## config.mk

```make
export PLATFORM = sky130hd
export DESIGN_NAME = sram_access_arbiter_flat
export DESIGN_NICKNAME = d
export VERILOG_FILES = /design/src/rtl/sram_access_arbiter_if.sv /design/src/rtl/sram_access_arbiter.sv /design/src/flat_wrapper.sv
export SDC_FILE = /design/constraint.sdc
export NUM_CORES = 1
export LEC_CHECK = 0
export BUFFER_PORTS_ARGS = -buffer_cell sky130_fd_sc_hd__buf_2
export CAP_MARGIN = 25
export CORE_ASPECT_RATIO = 2
export CORE_MARGIN = 2
export CORE_UTILIZATION = 49
export DETAILED_ROUTE_END_ITERATION = 12
export HOLD_SLACK_MARGIN = 0.1
export PLACE_DENSITY = 0.94
export SETUP_SLACK_MARGIN = 0.15
export SYNTH_ARGS = -nofsm -noshare
export SYNTH_HDL_FRONTEND = slang
export SYNTH_SLANG_ARGS = --single-unit
export TNS_END_PERCENT = 30
```

## constraint.sdc

```tcl
create_clock -name clk -period 3.15 [get_ports clk]
set_clock_uncertainty 0.05 [all_clocks]
set_input_delay 0 -clock clk [delete_from_list [all_inputs] [get_ports clk]]
set_output_delay 0 -clock clk [all_outputs]
set_load 0.02 [all_outputs]
```

## src/rtl/sram_access_arbiter_if.sv

```systemverilog
// sram_access_arbiter_if: requester handshakes and SRAM pin bundle for sram_access_arbiter.
// master: pixel fetch/store side plus SRAM read-data return; drives rd_req/rd_addr,
//         wr_req/wr_addr/wr_data and r_data, observes everything else.
// slave : the arbiter; drives rd_ack/rd_data, wr_ack, address/w_data, read/write_enable, busy.
interface sram_access_arbiter_if #(
    parameter int ADDR_BITS = 16,
    parameter int DATA_BITS = 24
);
    // read requester
    logic                 rd_req;
    logic [ADDR_BITS-1:0] rd_addr;
    logic                 rd_ack;
    logic [DATA_BITS-1:0] rd_data;
    // write requester
    logic                 wr_req;
    logic [ADDR_BITS-1:0] wr_addr;
    logic [DATA_BITS-1:0] wr_data;
    logic                 wr_ack;
    // SRAM pins
    logic [ADDR_BITS-1:0] address;
    logic [DATA_BITS-1:0] w_data;
    logic [DATA_BITS-1:0] r_data;
    logic                 read_enable;
    logic                 write_enable;
    // status
    logic                 busy;

    modport master (
        output rd_req, rd_addr, wr_req, wr_addr, wr_data, r_data,
        input  rd_ack, rd_data, wr_ack, address, w_data, read_enable, write_enable, busy
    );

    modport slave (
        input  rd_req, rd_addr, wr_req, wr_addr, wr_data, r_data,
        output rd_ack, rd_data, wr_ack, address, w_data, read_enable, write_enable, busy
    );
endinterface

```

## src/rtl/sram_access_arbiter.sv

```systemverilog
// Purpose: shares one SRAM port between a pixel read requester and a pixel write requester,
//          holding address/enable for ACCESS_CYCLES and returning a one-cycle ack per access.
// Latency: grant in IDLE cycle k, enable high k+1..k+ACCESS_CYCLES, ack at k+ACCESS_CYCLES+1,
//          back in IDLE at k+ACCESS_CYCLES+2. Backpressure: requesters hold req/addr/data until ack.
// Ports: clk, n_rst (async active-low); bus (sram_access_arbiter_if.slave) carrying both
//        requester handshakes and the SRAM pins address/w_data/r_data/read_enable/write_enable, busy.
// Optional: SRAM_ARB_STATS_EN adds rd_count/wr_count, saturating 16-bit completed-access counters.
module sram_access_arbiter #(
    parameter int ADDR_BITS     = 16,
    parameter int DATA_BITS     = 24,
    parameter int ACCESS_CYCLES = 5,
    parameter int MAX_BURST     = 4
) (
    input  logic                 clk,
    input  logic                 n_rst,
    sram_access_arbiter_if.slave bus
`ifdef SRAM_ARB_STATS_EN
    ,
    output logic [15:0]          rd_count,
    output logic [15:0]          wr_count
`endif
);
    localparam int CNT_W   = $clog2(ACCESS_CYCLES + 1);
    localparam int BURST_W = $clog2(MAX_BURST + 1);
    localparam logic [CNT_W-1:0]   CNT_LAST  = CNT_W'(ACCESS_CYCLES);
    localparam logic [BURST_W-1:0] BURST_MAX = BURST_W'(MAX_BURST);

    typedef enum logic [1:0] {IDLE, READ, WRITE, DONE} state_t;

    state_t               state_q, state_d;
    logic [CNT_W-1:0]     cnt_q, cnt_d;
    logic [BURST_W-1:0]   burst_q, burst_d;
    logic                 last_wr_q, last_wr_d;
    logic [ADDR_BITS-1:0] addr_q, addr_d;
    logic [DATA_BITS-1:0] wdata_q, wdata_d;
    logic [DATA_BITS-1:0] rdata_q, rdata_d;
    logic                 re_q, re_d;
    logic                 we_q, we_d;
    logic                 rd_ack_q, rd_ack_d;
    logic                 wr_ack_q, wr_ack_d;

    logic any_req;
    logic other_req;
    logic burst_yield;
    logic grant_wr;

    // Arbitration decision, consumed only in IDLE. "other" is the side not served last.
    always_comb begin
        any_req     = bus.rd_req | bus.wr_req;
        other_req   = last_wr_q ? bus.rd_req : bus.wr_req;
        burst_yield = (burst_q == BURST_MAX) && other_req;
        if (burst_yield) begin
            grant_wr = ~last_wr_q;
        end else if (bus.rd_req && bus.wr_req) begin
            grant_wr = ~last_wr_q;
        end else begin
            grant_wr = bus.wr_req;
        end
    end

    always_comb begin
        state_d   = state_q;
        cnt_d     = cnt_q;
        burst_d   = burst_q;
        last_wr_d = last_wr_q;
        addr_d    = addr_q;
        wdata_d   = wdata_q;
        rdata_d   = rdata_q;
        re_d      = 1'b0;
        we_d      = 1'b0;
        rd_ack_d  = 1'b0;
        wr_ack_d  = 1'b0;

        case (state_q)
            IDLE: begin
                if (any_req) begin
                    state_d   = grant_wr ? WRITE : READ;
                    cnt_d     = CNT_W'(1);
                    last_wr_d = grant_wr;
                    if (grant_wr == last_wr_q) begin
                        burst_d = (burst_q == BURST_MAX) ? burst_q : burst_q + BURST_W'(1);
                    end else begin
                        burst_d = BURST_W'(1);
                    end
                    if (grant_wr) begin
                        addr_d  = bus.wr_addr;
                        wdata_d = bus.wr_data;
                        we_d    = 1'b1;
                    end else begin
                        addr_d  = bus.rd_addr;
                        re_d    = 1'b1;
                    end
                end else begin
                    burst_d = '0;
                end
            end
            READ, WRITE: begin
                if (cnt_q == CNT_LAST) begin
                    // Last access cycle: drop strobes, capture read data, raise ack for DONE.
                    state_d = DONE;
                    if (state_q == READ) begin
                        rdata_d  = bus.r_data;
                        rd_ack_d = 1'b1;
                    end else begin
                        wr_ack_d = 1'b1;
                    end
                end else begin
                    cnt_d = cnt_q + CNT_W'(1);
                    re_d  = (state_q == READ);
                    we_d  = (state_q == WRITE);
                end
            end
            DONE: begin
                state_d = IDLE;
            end
            default: begin
                state_d = IDLE;
            end
        endcase
    end

    always_ff @(posedge clk or negedge n_rst) begin
        if (!n_rst) begin
            state_q   <= IDLE;
            cnt_q     <= '0;
            burst_q   <= '0;
            last_wr_q <= 1'b1;   // write counts as served last, so read wins the first tie
            addr_q    <= '0;
            wdata_q   <= '0;
            rdata_q   <= '0;
            re_q      <= 1'b0;
            we_q      <= 1'b0;
            rd_ack_q  <= 1'b0;
            wr_ack_q  <= 1'b0;
        end else begin
            state_q   <= state_d;
            cnt_q     <= cnt_d;
            burst_q   <= burst_d;
            last_wr_q <= last_wr_d;
            addr_q    <= addr_d;
            wdata_q   <= wdata_d;
            rdata_q   <= rdata_d;
            re_q      <= re_d;
            we_q      <= we_d;
            rd_ack_q  <= rd_ack_d;
            wr_ack_q  <= wr_ack_d;
        end
    end

    assign bus.address      = addr_q;
    assign bus.w_data       = wdata_q;
    assign bus.rd_data      = rdata_q;
    assign bus.read_enable  = re_q;
    assign bus.write_enable = we_q;
    assign bus.rd_ack       = rd_ack_q;
    assign bus.wr_ack       = wr_ack_q;
    assign bus.busy         = (state_q != IDLE);

`ifdef SRAM_ARB_STATS_EN
    // Counters step on the same edge that raises the ack, so they already include
    // the access in its DONE cycle.
    logic [15:0] rd_count_q;
    logic [15:0] wr_count_q;

    always_ff @(posedge clk or negedge n_rst) begin
        if (!n_rst) begin
            rd_count_q <= '0;
            wr_count_q <= '0;
        end else begin
            if (rd_ack_d && (rd_count_q != 16'hFFFF)) begin
                rd_count_q <= rd_count_q + 16'd1;
            end
            if (wr_ack_d && (wr_count_q != 16'hFFFF)) begin
                wr_count_q <= wr_count_q + 16'd1;
            end
        end
    end

    assign rd_count = rd_count_q;
    assign wr_count = wr_count_q;
`endif
endmodule

```

## src/flat_wrapper.sv

```systemverilog
// flat-port wrapper written by rule: the top's interface ports become plain ports
module sram_access_arbiter_flat 
#(
    parameter int ADDR_BITS     = 16,
    parameter int DATA_BITS     = 24,
    parameter int ACCESS_CYCLES = 5,
    parameter int MAX_BURST     = 4
)
  (clk, n_rst, bus_rd_req, bus_rd_addr, bus_wr_req, bus_wr_addr, bus_wr_data, bus_r_data, bus_rd_ack, bus_rd_data, bus_wr_ack, bus_address, bus_w_data, bus_read_enable, bus_write_enable, bus_busy);
  sram_access_arbiter_if #(.ADDR_BITS(ADDR_BITS), .DATA_BITS(DATA_BITS)) bus_i ();
  input  logic clk;
  input  logic n_rst;
  input wire logic [$bits(bus_i.rd_req)-1:0] bus_rd_req;
  input wire logic [$bits(bus_i.rd_addr)-1:0] bus_rd_addr;
  input wire logic [$bits(bus_i.wr_req)-1:0] bus_wr_req;
  input wire logic [$bits(bus_i.wr_addr)-1:0] bus_wr_addr;
  input wire logic [$bits(bus_i.wr_data)-1:0] bus_wr_data;
  input wire logic [$bits(bus_i.r_data)-1:0] bus_r_data;
  output wire logic [$bits(bus_i.rd_ack)-1:0] bus_rd_ack;
  output wire logic [$bits(bus_i.rd_data)-1:0] bus_rd_data;
  output wire logic [$bits(bus_i.wr_ack)-1:0] bus_wr_ack;
  output wire logic [$bits(bus_i.address)-1:0] bus_address;
  output wire logic [$bits(bus_i.w_data)-1:0] bus_w_data;
  output wire logic [$bits(bus_i.read_enable)-1:0] bus_read_enable;
  output wire logic [$bits(bus_i.write_enable)-1:0] bus_write_enable;
  output wire logic [$bits(bus_i.busy)-1:0] bus_busy;
  assign bus_i.rd_req = bus_rd_req;
  assign bus_i.rd_addr = bus_rd_addr;
  assign bus_i.wr_req = bus_wr_req;
  assign bus_i.wr_addr = bus_wr_addr;
  assign bus_i.wr_data = bus_wr_data;
  assign bus_i.r_data = bus_r_data;
  assign bus_rd_ack = bus_i.rd_ack;
  assign bus_rd_data = bus_i.rd_data;
  assign bus_wr_ack = bus_i.wr_ack;
  assign bus_address = bus_i.address;
  assign bus_w_data = bus_i.w_data;
  assign bus_read_enable = bus_i.read_enable;
  assign bus_write_enable = bus_i.write_enable;
  assign bus_busy = bus_i.busy;
  sram_access_arbiter #(.ADDR_BITS(ADDR_BITS), .DATA_BITS(DATA_BITS), .ACCESS_CYCLES(ACCESS_CYCLES), .MAX_BURST(MAX_BURST)) u_core (.clk(clk), .n_rst(n_rst), .bus(bus_i));
endmodule
```

# Word level (Yosys, flattened, before mapping)
# Cells that the tools add are included.
# word_totals
regBits,77
latch_bits,0
mem_bits_rw,0
mem_bits_ro,0
input_bits,84
out_inout_bits,69
mem_count,0
# op_classes
addsub,2
multipliers,0
n_div,0
order_cmp,0
eq_ne,10
n_shift,0
muxes,28
n_bitwise,2
n_reduce_logical,12
# ops
operator,count
16-bit 2-to-1 mux,1
1-bit 2-to-1 mux,15
3-bit 2-to-1 mux,5
3-bit AND reduction,3
3-bit by 1-bit adder with 3-bit output (second input constant),2
3-bit == test (second input constant),2
2-bit 2-to-1 mux,3
2-bit one-hot mux with 3 select lines,1
3-bit one-hot mux with 2 select lines,1
2-bit AND reduction,3
2-bit == test (second input constant),2
2-bit by 1-bit != test with 1-bit output (second input constant),2
1-bit one-hot mux with 2 select lines,2
2-bit nonzero test,2
3-bit != test (second input constant),1
2-bit by 1-bit == test with 1-bit output (second input constant),1
1-bit logical AND,2
2-bit logical NOT,1
2-bit != test (second input constant),1
2-bit OR reduction,1
1-bit == test,1
1-bit NOT,1
1-bit bitwise OR,1

# Longest topological paths before layout
# Gate-level depths: netlist of run 1.
# logic_depth
word_depth,6
mapped_depth,7

# Least setup slack after synthesis of run 1
# Ideal clock, no wire load.
# synth_path
path_kind,reg2reg
start,reg u_core.cnt_q[0]
end,reg u_core.rdata_q[10] (netlist: u_core.bus.rd_data[10])
setup_ns,0.125
t_arrival_ns,1.565
required_ns,2.975
setup_slack_ns,1.411
path_stages_with_launch,7
n_path_buf,2
synth_period_minus_slack_ns,1.739
cell_sequence,dfrtp_1 ha_1 and2_1 clkbuf_1 nand2_2 buf_2 mux2_2
# synth_between
elab_chain_len,2
# synth_lines
element,line,text
start: declaration,sram_access_arbiter.sv:31,"logic [CNT_W-1:0] cnt_q, cnt_d;"
start signal: assignment,sram_access_arbiter.sv:137,cnt_q <= cnt_d;
3-bit == test,sram_access_arbiter.sv:98,if (cnt_q == CNT_LAST) begin
3-bit AND reduction (no line),--,
end signal: assignment,sram_access_arbiter.sv:142,rdata_q <= rdata_d;
end: declaration,sram_access_arbiter.sv:36,"logic [DATA_BITS-1:0] rdata_q, rdata_d;"
# No other way between the ends.
# A chain may end at the register's enable or synchronous reset.

# Final worst setup path of run 1
# layout_path
start,reg u_core.state_q[0]
end,reg u_core.addr_q[2] (netlist: u_core.bus.address[2])
# layout_between
elab_chain_len,2
# layout_lines
element,line,text
start: declaration,sram_access_arbiter.sv:30,"state_t state_q, state_d;"
start signal: assignment,sram_access_arbiter.sv:136,state_q <= state_d;
2-bit logical NOT,sram_access_arbiter.sv:74,case (state_q)
2-bit AND reduction (no line),--,
end signal: assignment,sram_access_arbiter.sv:140,addr_q <= addr_d;
end: declaration,sram_access_arbiter.sv:34,"logic [ADDR_BITS-1:0] addr_q, addr_d;"
# No other way between the ends.

==> results of run 1 <==
## how the worst max path moves through the flow
stage | from | end | slack, ps | cells past startpoint
floorplan | u_core.cnt_q[0]$_DFFE_PN0P_ | u_core.bus.rd_data[10]$_DFFE_PN0P_ | 1410 | 6
global placement | u_core.state_q[0]$_DFFE_PN0P_ | u_core.bus.address[0]$_DFFE_PN0P_ | 1260 | 5
detailed placement | u_core.state_q[0]$_DFFE_PN0P_ | u_core.bus.address[2]$_DFFE_PN0P_ | 1090 | 5
CTS | u_core.state_q[0]$_DFFE_PN0P_ | u_core.bus.address[2]$_DFFE_PN0P_ | 570 | 6
global route | u_core.state_q[0]$_DFFE_PN0P_ | u_core.bus.address[2]$_DFFE_PN0P_ | 170 | 6
finish | u_core.state_q[0]$_DFFE_PN0P_ | u_core.bus.address[2]$_DFFE_PN0P_ | 350 | 6
## layout make-up
cell class,count,area share
Clock buffer,13,0.0516
Timing Repair Buffer,237,0.319
Multi-Input combinational cell,132,0.221
Clock inverter,2,0.0119
Sequential cell,74,0.367
Tap cell,86,0.0213
Inverter,10,0.00744
## worst max-delay path: stages (launching register included)
cell and delay, ps:
dfrtp_1 400, inv_1 110, ha_1 450, o21ai_2 400, or2_2 460, o21ai_0 250
dlygate4sd3_1 600
## cell usage after synthesis
library cell and number:
or4_1 2, o21ai_0 19, ha_1 6, nor3b_2 1
nor3b_1 1, nor2_1 1, clkbuf_1 6, dfstp_2 1
nand2_1 18, buf_2 3, inv_1 10, and2_1 1
mux2_2 48, o32a_1 1, or2_2 1, a2bb2oi_1 1
o211ai_1 1, o21bai_1 1, a21oi_1 4, nand2_2 1
mux2i_1 12, nand3_1 2, and3_1 1, nor3_1 1
dfrtp_1 73, buf_6 4, a32oi_1 5, o311a_1 1
o32ai_1 1, a21boi_2 1, and2_4 1
## power breakdown
| group | switching, uW | internal (uW) |
|---|---|---|
| clock | 359 | 732 |
| combinational | 1280 | 963 |
| sequential | 259 | 1430 |
| total | 1900 | 3120 |
## cell families after synthesis
family          Yosys count  synth area share
flops                    74             0.600
mux                      60             0.214
compound gates           35            0.0722
simple gates             31            0.0503
buf+inv                  23            0.0389
fa+ha+maj                 6            0.0243
## metal layers
metal	global-route usage	wire length (um)
met1	0.298	3260
met2	0.491	4820
met3	0.0676	697
met4	0.0844	158
met5	0	0
## flip-flops by register name (all words and copies together), names as in the netlist
| signal | flops |
|---|---|
| u_core.bus.w_data | 24 |
| u_core.bus.wr_ack | 1 |
| u_core.bus.address | 16 |
| u_core.bus.write_enable | 1 |
| u_core.bus.rd_data | 24 |
| u_core.bus.rd_ack | 1 |
| u_core.last_wr_q | 1 |
| u_core.cnt_q | 3 |
| u_core.bus.read_enable | 1 |
| u_core.state_q | 2 |
## through the flow
step / util / total power, uW / area (um2)
finish: 0.813 / 5030 / 5050
global route: 0.813 / 5320 / 5050
CTS: 0.813 / 4980 / 5050
detailed placement: 0.626 / 3720 / 3890
global placement: 0.626 / 3630 / 3890
floorplan: - / 3050 / 3090
## what timing repair did
item                      in CTS  in global routing
hold endpoints to repair     139                  0
setup buffers                  0                  0
hold buffers                  84                  0
==> results.md, run 1 <==
* Post-route setup slack at about 350 ps
* Startpoint kind of the worst setup timing path: flip-flop
* Minimum setup slack after placement at 1090 ps
* Number of hold violations in the final report at 0
* Setup repair after global routing missed its margin: no
* Ant diodes at 0
* Worst setup path category: flip-flop to flip-flop
* WL/cell at about 16 um
* Crit path max fanout at 29
* Syn. warnings at 0
* Fraction of post-synthesis cell area in the top cell type by area at 0.592
* Reg-to-Reg Start: u_core.state_q[0]$_DFFE_PN0P_
* Commonest non-fill, non-tap cells in the layout: 151 x buf_2, 84 x dlygate4sd3_1, 73 x dfrtp_1, 48 x mux2_2
* Number of nets with antenna violations after routing at 0
* Final estimated routing congestion in global placement at 0.804
* Core region area at between 0.006 and 0.007 mm2
* Vias in the first global route at roughly 3,000
* Detailed-placement wirelength estimate at 4900 um
* Net total in the final layout at 554
* Slew Viols, Final at 0
* Standard-cell row count at slightly above 40
* Netlist cell types at 31
* Total grt overflow at 0
* Area delta synth->final at 63.5%
* Root Driver: clkbuf_16
* Die width at approximately 60 um
* Syn Nets at 319
* Static leakage at around 0.0025 uW
* Number of optimization iterations in the first detailed-route pass at 5
* Multi-input combinational cell area at roughly 0.0011 mm2
* Clock edge transition at the registers on the reported setup and hold paths at 60 ps
* Die extent in y at between 100 and 150 um
* Number of CTS-inserted buffers at 9
* Share of layout cells above drive strength 1 at 0.472
* FF-to-FF path depth at 6
* Worst EP required at around 3400 ps
* IR Drop Worst-Case VDD at a little over 0.6 mV
* Post-synthesis register bit count at between 70 and 80
* Post-route clock period utilization at 0.888
* Latest clock arrival within the worst-skew pair at approximately 330 ps
* Total die area at roughly 0.007 mm2
* Areal power density over the cells at 996 mW/mm2
* Clock tree from TritonCTS: done
* Antenna violations before repair at 0
* Count of H-tree levels built during CTS at 3
* Shortest period the worst path allows at around 2800 ps
* Register-to-register path setup slack at about 350 ps
* Leading area contributor after synthesis: dfrtp_1
* Most area-consuming cells after synthesis: dfrtp_1 59%, mux2_2 18%, mux2i_1 3.9%, o21ai_0 3.1%, ha_1 2.4%
* Fillers at around 320
* Max Cap Viol at 0
* Starting DRC count in detailed routing at roughly 100
* Area taken by flip-flops and latches at 0.00185 mm2
* Crit path capture type: flip-flop
* Post-Synthesis Cells at 229
* Non-filler instance count after layout at about 550
* Count of port buffers added during placement at 152
* Per-cell via count in the routed design at 4.91
* Total instance count after detailed placement at roughly 460
* Outcome: finished clean
* DRC violations left at 0
* Relative slew slack at 0.328
* Number of placed I/O pins at 153
* Worst hold slack after final layout at approximately 300 ps
* Total global-route track usage at 0.270
* Finish-stage setup viols at 0
* Starting Density at 0.497
* Deepest clock path buffer count at 2
* Post-Route Setup TNS at 0 ps
* Leading cell type in the layout, fill and taps excluded: buf_2
* Data arrival at the endpoint of the critical path at around 3000 ps
* First-pass GRT wire length at between 10,000 and 15,000 um
* Combined area of all synthesized cells at just over 0.003 mm2
* Part of the Yosys area used for sequential elements at 0.600
* Syn avg cell area at around 13 um2
* Transition time of the tightest slew-check pin at 1010 ps
* Reg2Reg Capture Point: u_core.bus.address[2]$_DFFE_PN0P_
* Routed WL at between 8000 and 9000 um
* Count of instances resized after the clock tree is built at 0
* Largest net degree at the start of global routing at 75
* Total via count in the routed design at 2,718
* Clock net sink count at 74
* Maximum clock frequency at approximately 360 MHz
* Class of the tightest hold or removal check: input pin to asynchronous set/reset pin
Note: power is estimated with default switching activity, not from simulation.
==> run 2, diff against run 1 <==
Settings changed: CORE_UTILIZATION 49 to 45, PLACE_DENSITY 0.94 to 0.88.
Clock period 3.15 ns to 3.4 ns, I/O delays scaled along.
==> run 2 against run 1 <==
Utilization is 5.9 points lower. Power down 10%. Non-clock buffer count is 1 lower. Worst setup slack gained 390 ps. Wire length is 4.8% higher.
==> results.md, run 2 (synthesis gave the netlist of run 1 again) <==
* Data arrival at the endpoint of the critical path at 2870 ps (-140 ps)
* Final total power at 4500 uW (-10%)
* Share of layout cells above drive strength 1 at 0.476 (+0.00427)
* Latest clock arrival within the worst-skew pair at 330 ps (about the same)
* Detailed-placement wirelength estimate at 5090 um (+3.7%)
* Startpoint kind of the worst setup timing path: flip-flop
* IR Drop Worst-Case VDD at 0.559 mV (-9.2%)
* Shortest period the worst path allows at 2660 ps (-139 ps)
* Setup crit start: u_core.state_q[0]$_DFFE_PN0P_
* Clock edge transition at the registers on the reported setup and hold paths at 60 ps (about the same)
* DRC violations left at 0 (unchanged)
* Vias in the first global route at 2,978 (+0.95%)
* Transition time of the tightest slew-check pin at 943 ps (-63.8 ps)
* Deepest clock path buffer count at 2 (unchanged)
* Post-route cell area at 0.00499 mm2 (-1.1%)
* Area delta synth->final at 61.7%
* CP Depth at 6 (unchanged)
* Placement Cell Area at 0.00389 mm2 (about the same)
* Setup repair after global routing missed its margin: no
* Starting Density at 0.466 (-0.0311)
* Per-cell via count in the routed design at 4.95 (+0.81%)
* Max Cap Viol at 0 (unchanged)
* Clock tree from TritonCTS: done
* Total grt overflow at 0 (unchanged)
* Count of port buffers added during placement at 152 (unchanged)
* Reg-to-Reg Start: u_core.state_q[0]$_DFFE_PN0P_
* Final estimated routing congestion in global placement at 0.830 (+3.2%)
* Antenna violations before repair at 0 (unchanged)
* Worst EP required at 3620 ps (+260 ps)
* Crit path max fanout at 29 (unchanged)
* Slew Viols, Final at 0 (unchanged)
* Area taken by flip-flops and latches at 0.00185 mm2 (unchanged)
* Buf+Inv Stages, Crit Path at 2 (unchanged)
* Crit path capture type: flip-flop
* Standard-cell row count at 42 (+2.4%)
* Clock net sink count at 74 (unchanged)
* Largest net degree at the start of global routing at 75 (unchanged)
* Worst path cell trace: inv_1 > ha_1 > o21ai_2 > or2_2 > o21ai_0 > dlygate4sd3_1
* Setup crit end: u_core.bus.address[1]$_DFFE_PN0P_
* Number of hold violations in the final report at 0 (unchanged)
* Ant diodes at 0 (unchanged)
* Maximum single-stage delay on the critical path at 580 ps (-20 ps)
* Static leakage at 0.00246 uW (-1.2%)
* Number of placed I/O pins at 153 (unchanged)
* Routed WL at 9370 um (+4.8%)
* Areal power density over the cells at 902 mW/mm2 (-9.4%)
* Die width at 62.6 um (+4.1%)
* Relative slew slack at 0.371 (+0.0426)
* Outcome: finished clean
* Post-route clock period utilization at 0.782 (-0.106)
* Die extent in y at 121 um (+4.2%)
* First-pass GRT wire length at 14,600 um (+4.4%)
* Worst setup path category: flip-flop to flip-flop
* Total via count in the routed design at 2,750 (+1.2%)
* Finish-stage setup viols at 0 (unchanged)
* Starting DRC count in detailed routing at 161 (+59%)
* Core region area at 0.00662 mm2 (+6.7%)
* Leading cell type in the layout, fill and taps excluded: buf_2
* Number of optimization iterations in the first detailed-route pass at 5 (unchanged)
* Fillers at 399 (+23%)
* WL/cell at 16.8 um (+4.5%)
* Net total in the final layout at 553 (-0.18%)
* Register-to-register path setup slack at 740 ps (+390 ps)
* Number of CTS-inserted buffers at 9 (unchanged)
* Class of the tightest hold or removal check: input pin to asynchronous set/reset pin
* Reg2Reg Capture Point: u_core.bus.address[1]$_DFFE_PN0P_
* FF-to-FF path depth at 6 (unchanged)
* Root Driver: clkbuf_16
* Number of nets with antenna violations after routing at 0 (unchanged)
* Maximum clock frequency at 376 MHz (+5.2%)
* Multi-input combinational cell area at 0.00112 mm2 (unchanged)
* Count of H-tree levels built during CTS at 3 (unchanged)
* Total global-route track usage at 0.254 (-0.0165)
* Post-Route Setup TNS at 0 ps (unchanged)
* Worst hold slack after final layout at 296 ps (-5.94 ps)
* Slowest cell on the critical path: dlygate4sd3_1
* Critical path's top delay family: buffers and inverters
* Total die area at 0.00758 mm2 (+8.4%)
* Commonest non-fill, non-tap cells in the layout: 151 x buf_2, 83 x dlygate4sd3_1, 73 x dfrtp_1, 48 x mux2_2
run 2: area by class of cell:
class | count | area share
clock buffers | 11 | 0.0486
repair buffers | 236 | 0.321
multi-input cells | 132 | 0.224
flip-flops and latches | 74 | 0.371
clock inverters | 5 | 0.00602
inverters | 10 | 0.00752
well taps | 88 | 0.0221
run 2: through the flow:
step | utilization | std cells | setup slack (ps)
6_report | 0.754 | 556 | 742
5_1_grt | 0.754 | 556 | 510
4_1_cts | 0.754 | 556 | 828
3_5_place_dp | 0.587 | 457 | 1370
3_3_place_gp | 0.587 | 457 | 1510
2_1_floorplan | - | 229 | 1660
run 2: how the worst min path moves through the flow:
stage,to
global placement,u_core.bus.w_data[11]$_DFFE_PN0P_
CTS,u_core.bus.w_data[17]$_DFFE_PN0P_
detailed placement,u_core.bus.w_data[11]$_DFFE_PN0P_
floorplan,u_core.bus.address[0]$_DFFE_PN0P_
finish,u_core.bus.w_data[11]$_DFFE_PN0P_
global route,u_core.bus.w_data[10]$_DFFE_PN0P_
run 2: worst register-to-register path: stages, from the launching register on:
cell,delay (ps)
dfrtp_1,400
inv_1,120
ha_1,430
o21ai_2,380
or2_2,440
o21ai_0,200
dlygate4sd3_1,580
run 2: power by group:
| group | leakage, uW | total (uW) | internal (uW) | switching, uW |
|---|---|---|---|---|
| Combinational | 0.00144 | 2070 | 889 | 1180 |
| Clock | 0.000131 | 860 | 509 | 350 |
| Sequential | 0.000884 | 1570 | 1320 | 247 |
| Total | 0.00246 | 4500 | 2720 | 1780 |
run 2: repair_timing:
action / in CTS / in global routing
hold buffers: 83 / 0
hold endpoints to repair: 140 / 0
resized for setup: 0 / 0
buffers inserted: 0 / 0
setup endpoints to repair: 0 / 0
run 2: routing by layer:
layer	track usage	vias to the layer above	wire length, um
met5	0	-	0
li1	-	1270	-
met2	0.487	124	5360
met3	0.0594	21	490
met1	0.256	1335	3280
met4	0.106	0	235
